===== config.mk =====
export PLATFORM = sky130hd
export DESIGN_NAME = mem_arbiter
export DESIGN_NICKNAME = d
export VERILOG_FILES = /design/src/rtl/mem_arb_pkg.sv /design/src/rtl/mem_arb_timer.sv /design/src/rtl/mem_arbiter.sv
export SDC_FILE = /design/constraint.sdc
export NUM_CORES = 1
export LEC_CHECK = 0
export ABC_CLOCK_PERIOD_IN_PS = 1900
export CORE_AREA = 4 4 290 292
export CTS_BUF_LIST = sky130_fd_sc_hd__clkbuf_4 sky130_fd_sc_hd__clkbuf_8
export DETAILED_ROUTE_END_ITERATION = 12
export DIE_AREA = 0 0 294 296
export PLACE_DENSITY = 0.53
export SYNTH_ARGS = -nofsm -noshare
export SYNTH_HDL_FRONTEND = slang
export SYNTH_SLANG_ARGS = --single-unit

===== constraint.sdc =====
create_clock -name clk -period 1.9 [get_ports clk]
set_input_delay 0.19 -clock clk [delete_from_list [all_inputs] [get_ports clk]]
set_output_delay 0.19 -clock clk [all_outputs]
set_load 0.005 [all_outputs]

===== src/rtl/mem_arb_pkg.sv =====
// Shared types and constants for the I/D cache memory arbiter.
package mem_arb_pkg;
  localparam int LINE_W = 128;
  localparam int ADDR_W = 32;

  localparam logic REQ_I = 1'b0;
  localparam logic REQ_D = 1'b1;

  typedef enum logic [1:0] {
    IDLE = 2'd0,
    BUSY = 2'd1,
    DONE = 2'd2
  } state_t;

  typedef struct packed {
    logic              who;
    logic              we;
    logic [ADDR_W-1:0] addr;
    logic [LINE_W-1:0] wdata;
  } txn_t;

  function automatic logic [ADDR_W-1:0] line_align(input logic [ADDR_W-1:0] a);
    return a & {{(ADDR_W-4){1'b1}}, 4'h0};
  endfunction
endpackage


===== src/rtl/mem_arb_timer.sv =====
// Saturating 8-bit busy-cycle watchdog; expired_o flags the cycle that reaches the limit.
module mem_arb_timer (
  input  logic       clk,
  input  logic       rst,
  input  logic       clear_i,
  input  logic       en_i,
  input  logic [7:0] limit_i,
  output logic       expired_o
);
  logic [7:0] cnt_q;

  always_ff @(posedge clk or negedge rst) begin
    if (!rst)                        cnt_q <= '0;
    else if (clear_i)                cnt_q <= '0;
    else if (en_i && cnt_q != 8'hFF) cnt_q <= cnt_q + 8'd1;
  end

  // cnt_q counts finished busy cycles, so the current one is number cnt_q+1
  assign expired_o = en_i && (cnt_q >= limit_i - 8'd1);
endmodule


===== src/rtl/mem_arbiter.sv =====
// Arbitrates I_cache fills and D_cache fills/write-backs onto one memory port.
// Define MEM_ARB_ROUND_ROBIN_EN for round-robin on collisions; default is D_cache priority.
module mem_arbiter
  import mem_arb_pkg::*;
#(
  parameter int unsigned TIMEOUT = 255
) (
  input  logic              clk,
  input  logic              rst,
  input  logic              ic_req,
  input  logic [ADDR_W-1:0] ic_addr,
  output logic [LINE_W-1:0] ic_data,
  output logic              ic_ready,
  output logic              ic_err,
  input  logic              dc_req,
  input  logic              dc_we,
  input  logic [ADDR_W-1:0] dc_addr,
  input  logic [LINE_W-1:0] dc_wdata,
  output logic [LINE_W-1:0] dc_rdata,
  output logic              dc_ready,
  output logic              dc_err,
  output logic [ADDR_W-1:0] mem_addr,
  output logic              mem_r,
  output logic              mem_w,
  output logic [LINE_W-1:0] mem_wdata,
  input  logic [LINE_W-1:0] mem_data,
  input  logic              mem_ready
);
  localparam logic [7:0] LIMIT = 8'(TIMEOUT);

  state_t            state_q;
  txn_t              txn_q, txn_d;
  logic              gnt, expired;
  logic [LINE_W-1:0] ic_data_q, dc_data_q;
  logic              ic_rdy_q, dc_rdy_q, ic_err_q, dc_err_q, mem_r_q, mem_w_q;

`ifdef MEM_ARB_ROUND_ROBIN_EN
  logic rr_q;  // side granted last
  assign gnt = (ic_req && dc_req) ? ~rr_q : (dc_req ? REQ_D : REQ_I);
`else
  assign gnt = dc_req ? REQ_D : REQ_I;
`endif

  always_comb begin
    txn_d.who   = gnt;
    txn_d.we    = (gnt == REQ_D) && dc_we;
    txn_d.addr  = line_align((gnt == REQ_D) ? dc_addr : ic_addr);
    txn_d.wdata = dc_wdata;
  end

  mem_arb_timer u_timer (
    .clk       (clk),
    .rst       (rst),
    .clear_i   (state_q == IDLE),
    .en_i      (state_q == BUSY),
    .limit_i   (LIMIT),
    .expired_o (expired)
  );

  always_ff @(posedge clk or negedge rst) begin
    if (!rst) begin
      state_q   <= IDLE;
      txn_q     <= '0;
      ic_data_q <= '0;
      dc_data_q <= '0;
      ic_rdy_q  <= 1'b0;
      dc_rdy_q  <= 1'b0;
      ic_err_q  <= 1'b0;
      dc_err_q  <= 1'b0;
      mem_r_q   <= 1'b0;
      mem_w_q   <= 1'b0;
`ifdef MEM_ARB_ROUND_ROBIN_EN
      rr_q      <= REQ_I;
`endif
    end else begin
      ic_rdy_q <= 1'b0;
      dc_rdy_q <= 1'b0;
      ic_err_q <= 1'b0;
      dc_err_q <= 1'b0;
      case (state_q)
        IDLE: if (ic_req || dc_req) begin
          txn_q   <= txn_d;
          mem_r_q <= !txn_d.we;
          mem_w_q <= txn_d.we;
          state_q <= BUSY;
`ifdef MEM_ARB_ROUND_ROBIN_EN
          rr_q    <= gnt;
`endif
        end
        BUSY: if (mem_ready || expired) begin
          // a reply arriving on the timeout cycle still wins
          mem_r_q <= 1'b0;
          mem_w_q <= 1'b0;
          state_q <= DONE;
          if (txn_q.who == REQ_D) begin
            dc_data_q <= mem_ready ? mem_data : '0;
            dc_rdy_q  <= 1'b1;
            dc_err_q  <= !mem_ready;
          end else begin
            ic_data_q <= mem_ready ? mem_data : '0;
            ic_rdy_q  <= 1'b1;
            ic_err_q  <= !mem_ready;
          end
        end
        DONE:    state_q <= IDLE;
        default: state_q <= IDLE;
      endcase
    end
  end

  assign ic_data   = ic_data_q;
  assign ic_ready  = ic_rdy_q;
  assign ic_err    = ic_err_q;
  assign dc_rdata  = dc_data_q;
  assign dc_ready  = dc_rdy_q;
  assign dc_err    = dc_err_q;
  assign mem_addr  = txn_q.addr;
  assign mem_wdata = txn_q.wdata;
  assign mem_r     = mem_r_q;
  assign mem_w     = mem_w_q;
endmodule


Word-level counts from Yosys, hierarchy flattened
Index checks and enable logic that the tools add are counted.
- add/subtract/negate cells: 1
- magnitude comparators: 1
- eq/ne operators: 4
- muxes and demuxes: 25
- bitwise gates (word level): 1
- reductions and logical operators: 15
- operators by type and width (operator ; count):
    128-bit two-way mux ; 1
    32-bit two-way mux ; 1
    1-bit two-way mux ; 16
    8-bit two-way mux ; 2
    3-bit AND reduction ; 3
    8-bit by 1-bit adder with 8-bit output, second input constant ; 1
    8-bit >= comparator, second input constant ; 1
    8-bit inequality test, second input constant ; 1
    2-bit two-way mux ; 2
    2-bit inequality test, second input constant ; 2
    1-bit case mux with 2 select lines ; 2
    2-bit case mux with 2 select lines ; 1
    2-bit AND reduction ; 2
    2-bit nonzero test ; 2
    1-bit logical AND ; 3
    2-bit by 1-bit equality test with 1-bit output, second input constant ; 1
    1-bit logical NOT ; 2
    2-bit logical NOT ; 1
    1-bit logical OR ; 2
    1-bit NOT ; 1
- bits in registers: 429
- bits of input ports: 326
- output and inout bits: 422
- word-level logic and storage cells: 60

Depth between registers and ports, before layout
Gate-level depths: netlist (run 1).
- word-level depth: 5
- gate-level depth with buffers: 8
- mapped depth without buffers: 7

Cells and area by module
A second synthesis (run 1) with hierarchy kept.
- cell total of the unflattened synthesis: 1316
- area total of the unflattened synthesis: 19165.9 µm²
- modules (own cells, without submodules) (module ; times used ; cells each ; area an instance (µm²) ; sequential area each (µm²)):
    mem_arbiter ; 1 ; 1234 ; 18392.6 ; 10535.1
    mem_arb_timer ; 1 ; 82 ; 773.2 ; 200.2

Least setup slack after synthesis (run 1)
Ideal clock, no wire load.
- kind: reg-to-reg
- start: reg u_timer.cnt_q[0]
- end: reg ic_data_q[118] (netlist: ic_data[118])
- setup time: 0.078 ns
- data arrival time: 1.513 ns
- data required time: 1.822 ns
- setup slack: 0.308 ns
- cell stages (with the launch flop): 9
- buffers on the path: 2
- period minus slack after synthesis: 1.592 ns
- path through: dfrtp_1 -> inv_1 -> ha_1 -> o211ai_1 -> o21bai_2 -> nand3b_1 -> buf_2 -> buf_2 -> o2bb2ai_1
- longest elaborated chain between the ends: 4
- RTL lines (element ; line ; source):
    start: declaration ; mem_arb_timer.sv:10 ; logic [7:0] cnt_q;
    start signal: assignment ; mem_arb_timer.sv:15 ; else if (en_i && cnt_q != 8'hFF) cnt_q <= cnt_q + 8'd1;
    8-bit >= comparator ; mem_arb_timer.sv:19 ; assign expired_o = en_i && (cnt_q >= limit_i - 8'd1);
    1-bit logical AND ; mem_arb_timer.sv:19 ;
    1-bit logical OR ; mem_arbiter.sv:90 ; BUSY: if (mem_ready || expired) begin
    3-bit AND reduction (no source line) ; -- ;
    end signal: assignment ; mem_arbiter.sv:100 ; ic_data_q <= mem_ready ? mem_data : '0;
    end: declaration ; mem_arbiter.sv:34 ; logic [LINE_W-1:0] ic_data_q, dc_data_q;
Every way passes these cells.
A chain may end at the register's enable or synchronous reset.

Worst setup path after layout (run 1)
- start: reg ic_data_q[87] (netlist: ic_data[87])
- end: out ic_data[87]
- RTL lines (element ; line ; source):
    end: declaration ; mem_arbiter.sv:12 ; output logic [LINE_W-1:0] ic_data,
No word-level cell between the ends.

==> results, run 1 <==
- In this run the tightest slew margin relative to its limit is 61.9%.
- Among all flip-flop cells after synthesis, the most frequent one is dfrtp_1.
- The routability congestion estimate from global placement is 0.825.
- The number of design-rule violations left by the first detailed-router iteration is 608.
- The count of unresolved DRC violations after routing is 0.
- In the layout the commonest cells are 728 x clkdlybuf4s50_1, 547 x nand2_1, 427 x dfrtp_1, 128 x o2bb2ai_1, 128 x a32o_1.
- The source of the worst register-to-register timing path is u_timer.cnt_q[0]$_DFFE_PN0P_.
- The final setup skew is 0.0419 ns.
- The portion of the post-synthesis area used by sequential elements is 59.8%.
- The die outline area is 0.0870 mm².
- The via count of the first global-routing pass is 15795.
- In this run the critical register-to-register path is captured at ic_data[40]$_DFFE_PN0P_.
- The number of pins exceeding their max-slew limit in the final report is 0.
- The number of standard cells in the final layout excluding fillers is 3451.
- The number of gates on the worst path with buffers counted is 1.
- CTS built an H-tree with a depth of 3.
- The maximum clock path buffer count is 3.
- The worst setup path is launched from a register.
- The post-synthesis cell area is 0.0180 mm².
- The run finished with clean final reports.
- The vias per cell is 4.27.
- The count of standard-cell rows is 105.
- The critical path starts at ic_data[87]$_DFFE_PN0P_.
- The library cell contributing the largest single delay on the critical path is clkdlybuf4s50_1.
- In this run the horizontal extent of the chip is 294 µm.
- The clock transition at the register clock pins on the worst setup and hold paths after CTS is 0.06 ns.
- Setup violations remaining at the end of the flow were counted as 0.
- The critical path goes through clkdlybuf4s50_1.
- The number of nets in the final layout is 2652.
- For the worst setup path, the data arrival time is 1.61 ns.
- The first global-routing pass estimated 95.7 mm of wire.
- Along the worst path, the maximum fanout reaches 2.
- The cell area power density is 1610 mW/mm².
- Broken down by cell family, the worst path's largest delay share belongs to buffers and inverters.
- The Yosys step of the flow raised 0 warnings.
- Counting flops with a built-in enable in the synthesized netlist gives 0.
- The effective utilization at floorplan is 22.0%.
- The fraction of final layout cells sized beyond drive strength 1 is 10.1%.
- The max-capacitance violation count is 0.
- The type of the most critical hold path is input pin to async pin.
- The number of port buffers is 735.
- In the synthesized netlist the async set-or-reset flop fraction comes to 100%.
- The overflow left after global routing is 0.
- The critical path is of the register to primary output type.
- The minimum setup slack after placement is 0.0136 ns.
- The time the worst path needs with I/O delays and setup is 1.80 ns.
- Summing all non-filler instances in the final layout gives an area of 0.0282 mm².
- The number of buffers added by the clock tree synthesis step is 80.
- The leakage component of the power is 12.2 nW.
- In this run the cell area measured after placement is 0.0258 mm².
- Compared with the post-synthesis result, the final layout area differs by 56.9%.
- The clock latency at the later pin of the worst-skew pair is 0.66 ns.
- The height of the die is 296 µm.
- The initial antenna violation count is 4.
- The via count of the routed design is 14727.
- The pre-antenna-repair detailed-routing pass consisted of 5 iterations.
- The detail route stage leaves a number of antenna-violating nets equal to 0.
- The pin count of the biggest net entering global routing is 71.
- The category of the worst setup path capture point is a primary output.
- In the final routed layout, each cell accounts on average for 18.7 µm.
- In this run the mean area of a mapped cell was 11.0 µm².
- For the worst setup path, the data required time is 1.71 ns.
- The final critical-path setup slack is 0.101 ns.
- The total global routing track utilization is 14.1%.
- TritonCTS built the clock tree.
- The final hold violation count came to 0.
- The number of ports placed on the die boundary is 748.
- The half-perimeter wire length after detailed placement is 47.9 mm.
- The number of buffers and inverters on the critical path is 1.
- The final critical path takes up 94.7% of the cycle.
- The number of placed cells counting well taps is 3244.
- Yosys mapped the design onto 37 distinct sky130hd cell types.
- The worst reg-to-reg path cell count is 9.
- For the pin with the worst max-slew slack, the measured transition is 0.572 ns.
- The core region area is 0.0816 mm².
- Total power for the finished layout comes to 45.4 mW.
- In this run the register-to-register setup slack is 0.11 ns.
- The maximum VDD drop is 0.724 mV.
- Synthesis inferred 429 register bits.
- Synthesis produced a netlist whose cell count is 1632.
- The maximum clock rate is 556 MHz.
- The clock root buffer is clkbuf_8.
- The commonest non-fill, non-tap cell in the layout is clkdlybuf4s50_1.
- For this block, the routed nets add up to 64.6 mm of wire.
- The largest single stage delay on the critical path is 0.60 ns.
- The clock net in this run drives a total of 429 sinks.
==> timing repair <==
item                                    4_1_cts  5_1_grt
endpoints found under the setup margin        2      122
buffers inserted                              0        4
hold endpoints to repair                    372        0
pin swaps                                     0        3
resized for setup                             2        7
hold buffers                                 64        0
==> power by group <==
part,internal (mW),switching [mW]
Combinational,11.6,8.56
Sequential,13.4,2.42
Clock,5.30,4.06
==> cells in the mapped netlist (2+ instances only) <==
cell	instances	area [µm²]
and3_1	2	12.5
buf_6	22	248
mux2i_1	28	280
o2bb2ai_1	128	1120
o211ai_1	4	30.0
clkbuf_1	41	154
dfrtp_1	429	10700
o31ai_1	3	22.5
a21oi_1	2	10.0
nor2_1	6	22.5
nand3_1	9	45.0
ha_1	2	25.0
a32o_1	128	1280
o21ai_0	32	160
buf_2	34	170
o21ai_1	2	10.0
inv_1	6	22.5
buf_4	189	1420
nand2_1	547	2050
==> state kept, by name (all words and copies together) (netlist names), 2 cells and up <==
register       flops
dc_rdata         128
ic_data          128
mem_wdata        128
mem_addr          28
u_timer.cnt_q      8
state_q            2
==> worst max path at each step <==
stage                     slack, ns                       end
after CTS                     0.005              dc_rdata[26]
after global routing         -0.002   ic_data[40]$_DFFE_PN0P_
after global placement         0.03  dc_rdata[28]$_DFFE_PN0P_
after floorplan                0.31  ic_data[118]$_DFFE_PN0P_
after detailed placement       0.01  dc_rdata[50]$_DFFE_PN0P_
final                          0.10               ic_data[87]
==> layer usage <==
metal  wire [µm]  part of all wire (%)  track usage (%)  vias to the layer above
met5           0                     0                0                        -
met4        2330                   3.6             6.21                        0
met3        4270                   6.6             3.71                      121
met2       33300                    52             25.0                      501
met1       24700                    38             16.0                     7237
li1            -                     -                -                     6868
==> cells by family after synthesis <==
group | synth area share, %
buf+inv | 11.2
compound gates | 14.9
flops | 59.8
fa+ha+maj | 0.139
simple gates | 12.4
mux | 1.56
other cells | 0.0209
==> through the flow <==
stage	util [%]	TNS (ns)	hold slack, ns
floorplan	-	0	-0.106
global placement	31.6	0	0.139
detailed placement	31.6	0	0.135
CTS	34.4	0	0.00158
global route	34.5	-0.00170	0.0175
finish	34.5	0	0.0757
==> final cells by class <==
cell class | count | area (µm²)
diodes | 4 | 10.0
clock buffers | 118 | 1490
clock inverters | 17 | 180
fillers | 8117 | 53400
inverters | 6 | 22.5
multi-input cells | 914 | 5250
flip-flops and latches | 429 | 10700
well taps | 1070 | 1340
repair buffers | 893 | 9150
Note: power is estimated with default switching activity, not from simulation.
==> run 2, diff against run 1 <==
Settings changed: ABC_AREA set to 1, CORE_AREA 4 4 290 292 to 4 4 286 288, DIE_AREA 0 0 294 296 to 0 0 290 292, PLACE_DENSITY 0.53 to 0.55.
==> run 2 against run 1 <==
Compared with the run above:
- critical path type unchanged
- largest power group unchanged
- sequential share of layout area shrank 0.60 points
- via count grew 12%
- utilization grew 1.8 points
==> results, run 2 <==
- The total global routing track utilization came to 16.3% (+2.2 points).
- The average wire per standard cell came to 18.6 µm (-0.50%).
- Leaving out fill and tap cells, the most frequent cells in the layout are 970 x nand2_1, 726 x clkdlybuf4s50_1, 428 x dfrtp_1, 259 x nand4_1, 102 x clkbuf_8.
- The number of ports placed on the die boundary is 748 (unchanged).
- The count of unresolved DRC violations after routing is 0 (unchanged).
- After synthesis, the largest family of logic cells by area is simple AND/OR/NAND/NOR gates.
- The H-tree depth reported by CTS is 3 (unchanged).
- In this run the most critical hold path is launched from dc_wdata[102].
- The height of the die is 292 µm (-1.4%).
- The max-capacitance violation count is 0 (unchanged).
- The share of async-settable or async-resettable flops after synthesis was 100% (unchanged).
- The required arrival time at the worst endpoint is 1.71 ns (about the same).
- The flow ran to the end, and the final reports show no timing, DRC or antenna violations.
- By count the netlist is led by 970 x nand2_1, 429 x dfrtp_1, 259 x nand4_1.
- The register-to-register setup slack is 0.15 ns (+0.04 ns).
- The routability congestion estimate from global placement was 0.836 (+1.3%).
- The data arrival time at the worst-slack endpoint came to 1.62 ns (about the same).
- The via count of the first global-routing pass came to 16701 (+5.7%).
- The library cell contributing the largest single delay on the critical path is clkdlybuf4s50_1.
- The clock latency at the later pin of the worst-skew pair is 0.65 ns (about the same).
- The fraction of final layout cells sized beyond drive strength 1 is 8.48% (-1.6 points).
- The area share of xor/xnor cells in the synthesized design came to 0.142% (+0.14 points).
- The overflow left after global routing is 0 (unchanged).
- The maximum net fanout on the critical path is 2 (unchanged).
- The class of the most critical setup path is register to primary output.
- The vias per cell came to 4.29 (+0.64%).
- The portion of the post-synthesis area used by sequential elements came to 57.8% (-1.9 points).
- The fraction of synthesized area in multiplexers came to 0% (-1.6 points).
- The initial antenna violation count is 7 (+3).
- The die outline area is 0.0847 mm² (-2.7%).
- The width of the die is 290 µm (-1.4%).
- The final critical-path setup slack is 0.0946 ns (-0.00639 ns).
- The clock root buffer is clkbuf_8.
- The path class of the tightest hold or removal check is input pin to register.
- Walking the worst path, the cells encountered are clkdlybuf4s50_1.
- The number of filler instances in the final layout was 8145 (+0.34%).
- The first-pass iteration count of the detailed router came to 5 (unchanged).
- The proportion of netlist area held by the largest area contributor is 57.8% (-1.9 points).
- In this run the critical register-to-register path is launched from u_timer.cnt_q[0]$_DFFE_PN0P_.
- The remaining antenna violation count after routing is 0 (unchanged).
- The clock transition at the register clock pins on the worst setup and hold paths after CTS came to 0.06 ns (about the same).
- The synthesis warning total was 0 (unchanged).
- The number of port buffers is 735 (unchanged).
- The number of design-rule violations left by the first detailed-router iteration is 746 (+23%).
- The stage delay of the slowest cell on the critical path was 0.57 ns (-0.03 ns).
- The total power of the final layout is 45.7 mW (+0.84%).
- The maximum VDD drop is 0.686 mV (-5.2%).
- The maximum clock rate is 554 MHz (-0.35%).
- Tracing the worst setup path back leads to its startpoint at mem_addr[5]$_DFFE_PN0P_.
- The post-detailed-routing wire length came to 71.7 mm (+11%).
- The post-route cell area is 0.0286 mm² (+1.6%).
- The number of buffers added by the clock tree synthesis step was 80 (unchanged).
- The cell type group with the largest total delay on the critical path is buffers and inverters.
- The most used flip-flop cell after synthesis is dfrtp_1.
- The count of standard-cell rows is 103 (-1.9%).
- The standard cell area after detailed placement is 0.0263 mm² (+2.1%).
- The half-perimeter wire length after detailed placement came to 52.1 mm (+9.0%).
- The final hold violation count is 0 (unchanged).
- The time the worst path needs with I/O delays and setup came to 1.81 ns (+0.00639 ns).
- The count of buffering cells on the critical path with inverters included was 1 (unchanged).
- Yosys attributes the largest share of cell area to dfrtp_1 58%, nand2_1 20%, nand4_1 8.7%, buf_4 7.1%, clkbuf_1 1.7%.
- The CTS sink count came to 429 (unchanged).
- The pin count of the biggest net entering global routing is 95 (+34%).
- The global-route wire length before repair is 107 mm (+12%).
- The post-synthesis cell area is 0.0186 mm² (+3.3%).
- The largest area contributor in the netlist is dfrtp_1.
- The area overhead of the layout relative to synthesis is 54.3%.
- The number of register bits inferred by synthesis came to 429 (unchanged).
- The minimum setup slack after placement is 0.115 ns (+0.101 ns).
- The number of nets in the final layout was 3068 (+16%).
- The library cell used most frequently in the layout, excluding fill and tap cells, is nand2_1.
- The cell count after synthesis is 2092 (+28%).
- The total setup violations reported at the end of the flow is 0 (unchanged).
- The post-synthesis average cell area is 8.87 µm² (-19%).
- STA classifies the critical path startpoint as a register.
- The leading cell type by number of instances after synthesis is nand2_1.
- The cell area power density is 1600 mW/mm² (-0.75%).
- TritonCTS built the clock tree.
- The post-route clock period utilization is 95.0% (+0.34 points).
- The count of cell types in the netlist came to 24 (-35%).
- The worst setup path is captured at a primary output.
- The number of pins exceeding their max-slew limit in the final report is 0 (unchanged).
- The area fraction in compound gates after synthesis is 1.38% (-14 points).
- The setup total negative slack is 0 ns (unchanged).
- The adder and majority gate portion of the synthesized area is 0.135% (-0.0045 points).
- The effective utilization at floorplan is 23.5% (+1.5 points).
- The count of flip-flops with a built-in enable after synthesis is 0 (unchanged).
- The area share of and/or/nand/nor cells after synthesis came to 29.7% (+17 points).
- The maximum clock path buffer count is 3 (unchanged).
- The final setup skew is 0.0472 ns (+0.00537 ns).
- The core region area is 0.0789 mm² (-3.3%).
- The leakage component of the power is 13.5 nW (+11%).
- The via count of the routed design came to 16539 (+12%).
[run 2: changes by cell type after synthesis, moves of 24 or more]
cell       previous run  this run
nor2_1                6        35
nand2_1             547       970
nand4_1               1       259
a31oi_1               0        29
mux2i_1              28         0
o21ai_0              32         8
clkbuf_1             41        82
a32o_1              128         0
o2bb2ai_1           128         0
[run 2: timing repair]
action | in CTS | in global routing
hold buffers | 57 | 0
endpoints found under the hold margin | 489 | 0
resized for setup | 6 | 2
buffers inserted | 0 | 4
pin swaps | 0 | 3
cloned | 0 | 0
endpoints found under the setup margin | 6 | 11
[run 2: metal layers]
layer | track usage, % | wire (µm)
met4 | 6.45 | 2380
met1 | 19.8 | 29200
met5 | 0 | 17
met3 | 4.31 | 5070
met2 | 27.4 | 35100
[run 2: logic make-up after synthesis]
logic type      count (synthesis)
compound gates                 43
flops                         429
buf+inv                       333
simple gates                 1281
fa+ha+maj                       2
xor+xnor                        3
other cells                     1
[run 2: cell type report]
| type | instances | area [µm²] | share of cell area, % |
|---|---|---|---|
| tap | 1050 | 1310 | 4.59 |
| inverter | 18 | 75.1 | 0.262 |
| timing repair buffer | 878 | 8940 | 31.2 |
| multi-input combinational | 1333 | 5860 | 20.5 |
| clock inverter | 11 | 108 | 0.376 |
| clock buffer | 127 | 1590 | 5.54 |
| antenna | 5 | 12.5 | 0.0437 |
| sequential | 429 | 10700 | 37.5 |
[run 2: path summary, 6_finish.rpt]
path	depth (start not counted)	end
hold / removal	3	mem_wdata[102]$_DFFE_PN0P_
min in group asynchronous	2	ic_data[113]$_DFFE_PN0P_
setup reg to reg	11	ic_data[59]$_DFFE_PN0P_
max in group asynchronous	3	ic_data[4]$_DFFE_PN0P_
hold reg to reg	2	ic_data[11]$_DFFE_PN0P_
setup / recovery	1	mem_addr[5]
[run 2: power by group]
part / switching (mW) / internal (mW) / total, mW
sequential: 2.34 / 13.4 / 15.7
combinational: 9.85 / 10.7 / 20.5
clock: 4.12 / 5.42 / 9.54
[run 2: per-stage QoR]
| step | hold WS, ns | instances | utilization (%) |
|---|---|---|---|
| 3_5_place_dp | 0.164 | 3647 | 33.4 |
| 5_1_grt | 0.0134 | 3851 | 36.3 |
| 2_1_floorplan | -0.106 | 2095 | - |
| 3_3_place_gp | 0.168 | 3647 | 33.4 |
| 4_1_cts | 0.000711 | 3842 | 36.2 |
| 6_report | 0.0795 | 3851 | 36.3 |
==> run 3, diff against run 2 <==
Settings changed: CAP_MARGIN set to 10, CORE_AREA 4 4 286 288 to 2 2 293 295, DIE_AREA 0 0 290 292 to 0 0 295 297, PLACE_DENSITY 0.55 to 0.52.
==> run 3 against run 2 <==
Compared with the run above:
- fmax increased by 0.51%
- sequential power about the same
- global-route usage increased by 0.51 points
- first-iteration DRC count increased by 33%
==> results, run 3 (same netlist as run 2, synthesis figures left out) <==
- The routability congestion estimate from global placement is 0.839 (+0.39%).
- The required arrival time at the worst endpoint came to 1.71 ns (about the same).
- The number of placed cells counting well taps was 3732 (+2.3%).
- The startpoint type of the worst setup path is a register.
- The commonest non-fill, non-tap cell in the layout is nand2_1.
- The cell area power density was 1600 mW/mm² (+0.14%).
- The global-route wire length before repair came to 111 mm (+3.1%).
- Setup repair after global routing left no endpoint under its margin.
- The vias per cell was 4.21 (-2.0%).
- The maximum clock rate is 557 MHz (+0.51%).
- The cell type group with the largest total delay on the critical path is buffers and inverters.
- The total setup violations reported at the end of the flow is 0 (unchanged).
- The CTS sink count came to 429 (unchanged).
- The final critical-path setup slack is 0.104 ns (+0.00917 ns).
- The maximum clock path buffer count was 3 (unchanged).
- The final setup skew is 0.0269 ns (-0.0203 ns).
- The stage delay of the slowest cell on the critical path came to 0.53 ns (-0.04 ns).
- The area overhead of the layout relative to synthesis is 57.8%.
- The H-tree depth reported by CTS is 3 (unchanged).
- The number of filler instances in the final layout is 8696 (+6.8%).
- The count of unresolved DRC violations after routing is 0 (unchanged).
- The pin count of the biggest net entering global routing was 98 (+3.2%).
- The number of buffers added by the clock tree synthesis step is 84 (+5.0%).
- The remaining antenna violation count after routing is 0 (unchanged).
- In this run the critical register-to-register path is captured at dc_rdata[7]$_DFFE_PN0P_.
- The width of the die is 295 µm (+1.7%).
- The via count of the routed design is 16805 (+1.6%).
- The clock transition at the register clock pins on the worst setup and hold paths after CTS is 0.06 ns (about the same).
- The average wire per standard cell is 19.2 µm (+3.1%).
- The number of nets in the final layout is 3099 (+1.0%).
- The half-perimeter wire length after detailed placement is 53.9 mm (+3.4%).
- The post-detailed-routing wire length is 76.6 mm (+6.9%).
- The count of buffering cells on the critical path with inverters included is 1 (unchanged).
- The maximum net fanout on the critical path is 2 (unchanged).
- The type of the most critical hold path is input pin to register.
- The core region area came to 0.0845 mm² (+7.1%).
- The instance count along the most critical hold path is 3 (unchanged).
- The signal on the critical path passes through clkdlybuf4s50_1.
- The number of port buffers is 735 (unchanged).
- The minimum setup slack after placement is -0.0334 ns (-0.148 ns).
- The transition at the pin with the smallest max-transition slack is 0.665 ns.
- The number of pins exceeding their max-slew limit in the final report is 0 (unchanged).
- The number of ports placed on the die boundary is 748 (unchanged).
- The post-route clock period utilization is 94.5% (-0.48 points).
- The post-route cell area was 0.0293 mm² (+2.3%).
- The worst reg-to-reg path cell count is 12 (+1).
- The leakage component of the power is 13.8 nW (+1.8%).
- The largest individual stage delay along the critical path comes from the cell clkdlybuf4s50_1.
- For hold timing, the worst endpoint is mem_wdata[54]$_DFFE_PN0P_.
- The category of the worst setup path capture point is a primary output.
- In the layout the commonest cells are 970 x nand2_1, 712 x clkdlybuf4s50_1, 427 x dfrtp_1, 259 x nand4_1, 112 x clkbuf_8.
- The worst-case headroom to the max-slew limit is 55.7%.
- The die outline area came to 0.0876 mm² (+3.5%).
- The standard cell area after detailed placement is 0.0264 mm² (+0.19%).
- The initial antenna violation count is 13 (+6).
- The overflow left after global routing is 0 (unchanged).
- The TritonCTS clock tree is done.
- The count of standard-cell rows is 107 (+3.9%).
- The time the worst path needs with I/O delays and setup is 1.80 ns (-0.00917 ns).
- In this run the critical register-to-register path is launched from u_timer.cnt_q[0]$_DFFE_PN0P_.
- The clock root buffer is clkbuf_8.
- The data arrival time at the worst-slack endpoint is 1.61 ns (about the same).
- The maximum VDD drop came to 0.844 mV (+23%).
- The height of the die was 297 µm (+1.7%).
- The final standard cell utilization of the core came to 34.7% (-1.6 points).
- The fraction of final layout cells sized beyond drive strength 1 is 8.57% (+0.095 points).
- The final hold violation count is 0 (unchanged).
- In this run the most critical hold path is launched from dc_wdata[54].
- The register-to-register setup slack is 0.10 ns (-0.05 ns).
- The number of design-rule violations left by the first detailed-router iteration is 993 (+33%).
- The effective utilization at floorplan is 22.0% (-1.6 points).
- The first-pass iteration count of the detailed router was 8 (+3).
- The max-capacitance violation count is 0 (unchanged).
- The total global routing track utilization was 16.8% (+0.51 points).
- The class of the most critical setup path is register to primary output.
- The clock latency at the later pin of the worst-skew pair is 0.66 ns (about the same).
- The via count of the first global-routing pass is 16899 (+1.2%).
- The flow ran to the end, and the final reports show no timing, DRC or antenna violations.
- The number of standard cells in the final layout excluding fillers was 3991 (+3.6%).
-- run 3: per-layer routing --
metal / vias up / part of all wire (%) / global-route usage, %
met4: 2 / 3.3 / 7.57
li1: 8047 / - / -
met2: 550 / 48 / 26.8
met3: 141 / 6.2 / 4.14
met5: - / 0.017 / 0
met1: 8065 / 43 / 21.3
-- run 3: worst max-delay path by stage --
stage                                       startpoint                       end  slack, ns  depth (start not counted)
after floorplan           u_timer.cnt_q[0]$_DFFE_PN0P_  ic_data[120]$_DFFE_PN0P_       0.38                         11
after global placement    u_timer.cnt_q[0]$_DFFE_PN0P_   ic_data[70]$_DFFE_PN0P_       0.03                         10
after detailed placement  u_timer.cnt_q[0]$_DFFE_PN0P_  ic_data[100]$_DFFE_PN0P_      -0.03                         10
after CTS                     dc_rdata[92]$_DFFE_PN0P_              dc_rdata[92]      0.002                          1
after global routing      u_timer.cnt_q[0]$_DFFE_PN0P_   dc_rdata[5]$_DFFE_PN0P_      0.001                         12
final                         dc_rdata[66]$_DFFE_PN0P_              dc_rdata[66]       0.10                          1
-- run 3: metrics by stage --
step	power, mW	hold slack [ns]	setup TNS [ns]
floorplan	25.2	-0.106	0
global placement	36.6	0.184	0
detailed placement	36.7	0.182	-0.354
CTS	47.4	0.000278	0
global route	49.9	0.0409	0
finish	46.9	0.0760	0
-- run 3: final cells by class --
cell class                 count  area (µm²)  share of cell area (%)
timing repair buffer         905        9290                    31.7
clock inverter                13         153                   0.521
clock buffer                 137        1720                    5.88
inverter                      18        75.1                   0.256
multi-input combinational   1333        5860                    20.0
tap                         1144        1430                    4.89
antenna                       12        30.0                   0.102
sequential                   429       10700                    36.7
-- run 3: what timing repair did --
| item | CTS | global route |
|---|---|---|
| hold buffers | 91 | 0 |
| endpoints found under the hold margin | 529 | 0 |
| setup buffers | 1 | 2 |
| endpoints found under the setup margin | 40 | 88 |
| gates resized for setup | 22 | 5 |
| cloned | 0 | 3 |
-- run 3: power breakdown --
part / switching, mW / internal [mW]
combinational: 10.2 / 10.6
clock: 4.31 / 6.02
sequential: 2.43 / 13.4
==> variant, RTL diff (flow settings as in run 2) <==
Encoding of `state_t`: now one-hot (3 bits for 3 states).
--- a/src/rtl/mem_arb_pkg.sv
+++ b/src/rtl/mem_arb_pkg.sv
@@ -6,10 +6,10 @@
   localparam logic REQ_I = 1'b0;
   localparam logic REQ_D = 1'b1;
 
-  typedef enum logic [1:0] {
-    IDLE = 2'd0,
-    BUSY = 2'd1,
-    DONE = 2'd2
+  typedef enum logic [2:0] {
+    IDLE = 3'b001,
+    BUSY = 3'b010,
+    DONE = 3'b100
   } state_t;
 
   typedef struct packed {
Formal check against the unedited RTL: no difference found for any inputs over 4 cycles, from zero or initial values and one cycle with rst low; so few cycles prove little.
==> variant against run 2 <==
Clock skew up 11 ps; area after synthesis up 0.51%; setup slack worse by 4.0 ps; sequential cell count up 1; clock power up 6%; routed wire length up 4.4%; design area up 2.5%; fmax down 0.22%; worst hold slack better by 18 ps; first-iteration DRC count up 17%; total power up 0.29%; synthesized cell count up 0.67%; non-clock buffer count up 41; critical endpoint is now mem_addr[12]; largest cell class unchanged; largest power group unchanged; highest routed layer unchanged.
==> variant: results (changes against run 2) <==
* Post-Place Cell Area at 26400 µm² (was 26300 µm²)
* Yosys warning total at 0 (unchanged)
* Synth async-reset ratio at 100% (unchanged)
* Min-Delay Startpoint: mem_data[115] (was dc_wdata[102])
* R2r endpoint: ic_data[81]$_DFFE_PN0P_ (was ic_data[59]$_DFFE_PN0P_)
* Hold Crit Depth at 3 (unchanged)
* Delay contributed by the slowest stage of the critical path at 630 ps (was 570 ps)
* Data arrival time of the critical path at 1620 ps (about the same)
* R2R Setup Slk at 170 ps (was 150 ps)
* Post-placement setup slack at 12.6 ps (was 115 ps)
* Maximum vdd ir drop at 0.811 mV (was 0.686 mV)
* Top flip-flop cell by instance count after synthesis: sky130_fd_sc_hd__dfrtp_1 (unchanged)
* H-tree level count at 3 (unchanged)
* Detailed Place HPWL at 53.1 mm (was 52.1 mm)
* Area of the multi-input gates at 5900 µm² (was 5860 µm²)
* Nets at 3128 (was 3068)
* Routability-driven placement congestion ratio at 0.825 (was 0.836)
* Total Neg Setup Slack at 0 ps (unchanged)
* Endpoint of the worst hold path: ic_data[115]$_DFFE_PN0P_ (was mem_wdata[102]$_DFFE_PN0P_)
* Clock root buffer: sky130_fd_sc_hd__clkbuf_8 (unchanged)
* Gr usage total at 17.1% (was 16.3%)
* First-pass GRT wire length at 113 mm (was 107 mm)
* Fill cell instance count of the final layout at 8035 (was 8145)
* Synth top area cells: sky130_fd_sc_hd__dfrtp_1, sky130_fd_sc_hd__nand2_1, sky130_fd_sc_hd__nand4_1, sky130_fd_sc_hd__buf_4, sky130_fd_sc_hd__clkbuf_1 (unchanged)
* WL final at 74.9 mm (was 71.7 mm)
* Vias in the first global route at 17300 (was 16700)
* Length in cells of the worst reg-to-reg path at 11 (unchanged)
* Static power due to leakage at 13.9 nW (was 13.5 nW)
* Max stage delay cell, worst path: sky130_fd_sc_hd__clkdlybuf4s50_1 (unchanged)
* Synth cell types at 29 (was 24)
* Worst clock skew at 57.8 ps (was 47.2 ps)
* Antenna violations before repair at 12 (was 7)
* Run status: finished clean (unchanged)
* Share of final-layout standard cells stronger than drive strength 1 at 8.55% (was 8.48%)
* Largest net degree at the start of global routing at 80 (was 95)
* Commonest cells in the synthesized netlist: sky130_fd_sc_hd__nand2_1, sky130_fd_sc_hd__dfrtp_1, sky130_fd_sc_hd__nand4_1 (unchanged)
* Clk buf depth at 3 (unchanged)
* Num CTS Buffers at 83 (was 80)
* Average vias per placed instance at 4.30 (was 4.29)
* Dominant cell by count in the synthesized netlist: sky130_fd_sc_hd__nand2_1 (unchanged)
* Detailed Route Iter0 Violations at 876 (was 746)
* Clock latency reported for the late side of the worst-skew pair at 680 ps (was 650 ps)
* Worst min-delay path category: in -> reg (unchanged)
* Portion of the post-synthesis area used by sequential elements at 57.7% (was 57.8%)
variant: cell types whose count changed in the layout (fill, tap and decap cells not counted), sizes merged, moves of 6 or more:
cell                  run 2  this run
diode                     5        11
clkinv                    6        12
clkdlybuf4s50           726       715
dlygate4sd3              57       102
dlygate4sd2               6        15
nand2                   971       989
variant: logic make-up (layout without fill, tap and decap cells):
family,Yosys count,count (layout),share of synthesized area [%]
compound gates,39,39,1.37
xor+xnor,3,3,0.141
fa+ha+maj,2,2,0.134
buf+inv,334,1090,10.9
flops,430,430,57.7
other cells,1,15,0.0201
simple gates,1297,1297,29.7
variant: final cells by class:
| type | count | area share (%) |
|---|---|---|
| Sequential cell | 430 | 36.7 |
| Timing Repair Buffer | 919 | 32.1 |
| Multi-Input combinational cell | 1345 | 20.1 |
| Clock buffer | 131 | 5.54 |
| Tap cell | 1050 | 4.47 |
| Clock inverter | 19 | 0.690 |
| Inverter | 21 | 0.311 |
| Antenna cell | 11 | 0.0938 |
variant: worst max path at each step:
stage / from / end / slack, ps / depth (start not counted)
2_1_floorplan: u_timer.cnt_q[0]$_DFFE_PN0P_ / ic_data[18]$_DFFE_PN0P_ / 330 / 11
3_5_place_dp: u_timer.cnt_q[0]$_DFFE_PN0P_ / ic_data[62]$_DFFE_PN0P_ / 10 / 10
5_1_grt: u_timer.cnt_q[0]$_DFFE_PN0P_ / ic_data[76]$_DFFE_PN0P_ / -4 / 11
3_3_place_gp: u_timer.cnt_q[0]$_DFFE_PN0P_ / ic_data[62]$_DFFE_PN0P_ / 10 / 10
6_report: mem_addr[12]$_DFFE_PN0P_ / mem_addr[12] / 90 / 1
4_1_cts: mem_addr[17]$_DFFE_PN0P_ / mem_addr[17] / 0.3 / 1
variant: stage by stage:
step | cells | hold slack, ps
5_1_grt | 3924 | 35.3
3_3_place_gp | 3660 | 73.0
2_1_floorplan | 2109 | -106
4_1_cts | 3914 | 0.0999
6_report | 3926 | 97.2
3_5_place_dp | 3660 | 75.8
variant: power by group:
group	leakage [nW]	switching (W)	total (W)	internal (W)
registers	5.36	0.00233	0.0157	0.0133
clock network	0.976	0.00432	0.0101	0.00577
logic	7.61	0.00963	0.0201	0.0105
variant: per-layer routing:
metal  GRT usage [%]  up-vias  part of all wire [%]
met3            5.76      128                   7.6
met5               0        -                 0.033
met1            20.1     8036                    40
met4            6.55        4                   3.1
li1                -     8115                     -
met2            29.1      590                    49
variant: timing repair:
| item | 4_1_cts | 5_1_grt |
|---|---|---|
| gates resized for setup | 16 | 4 |
| pin swaps | 0 | 1 |
| setup buffers | 1 | 1 |
| setup endpoints to repair | 75 | 163 |
| hold buffers | 103 | 0 |
| hold endpoints to repair | 534 | 0 |
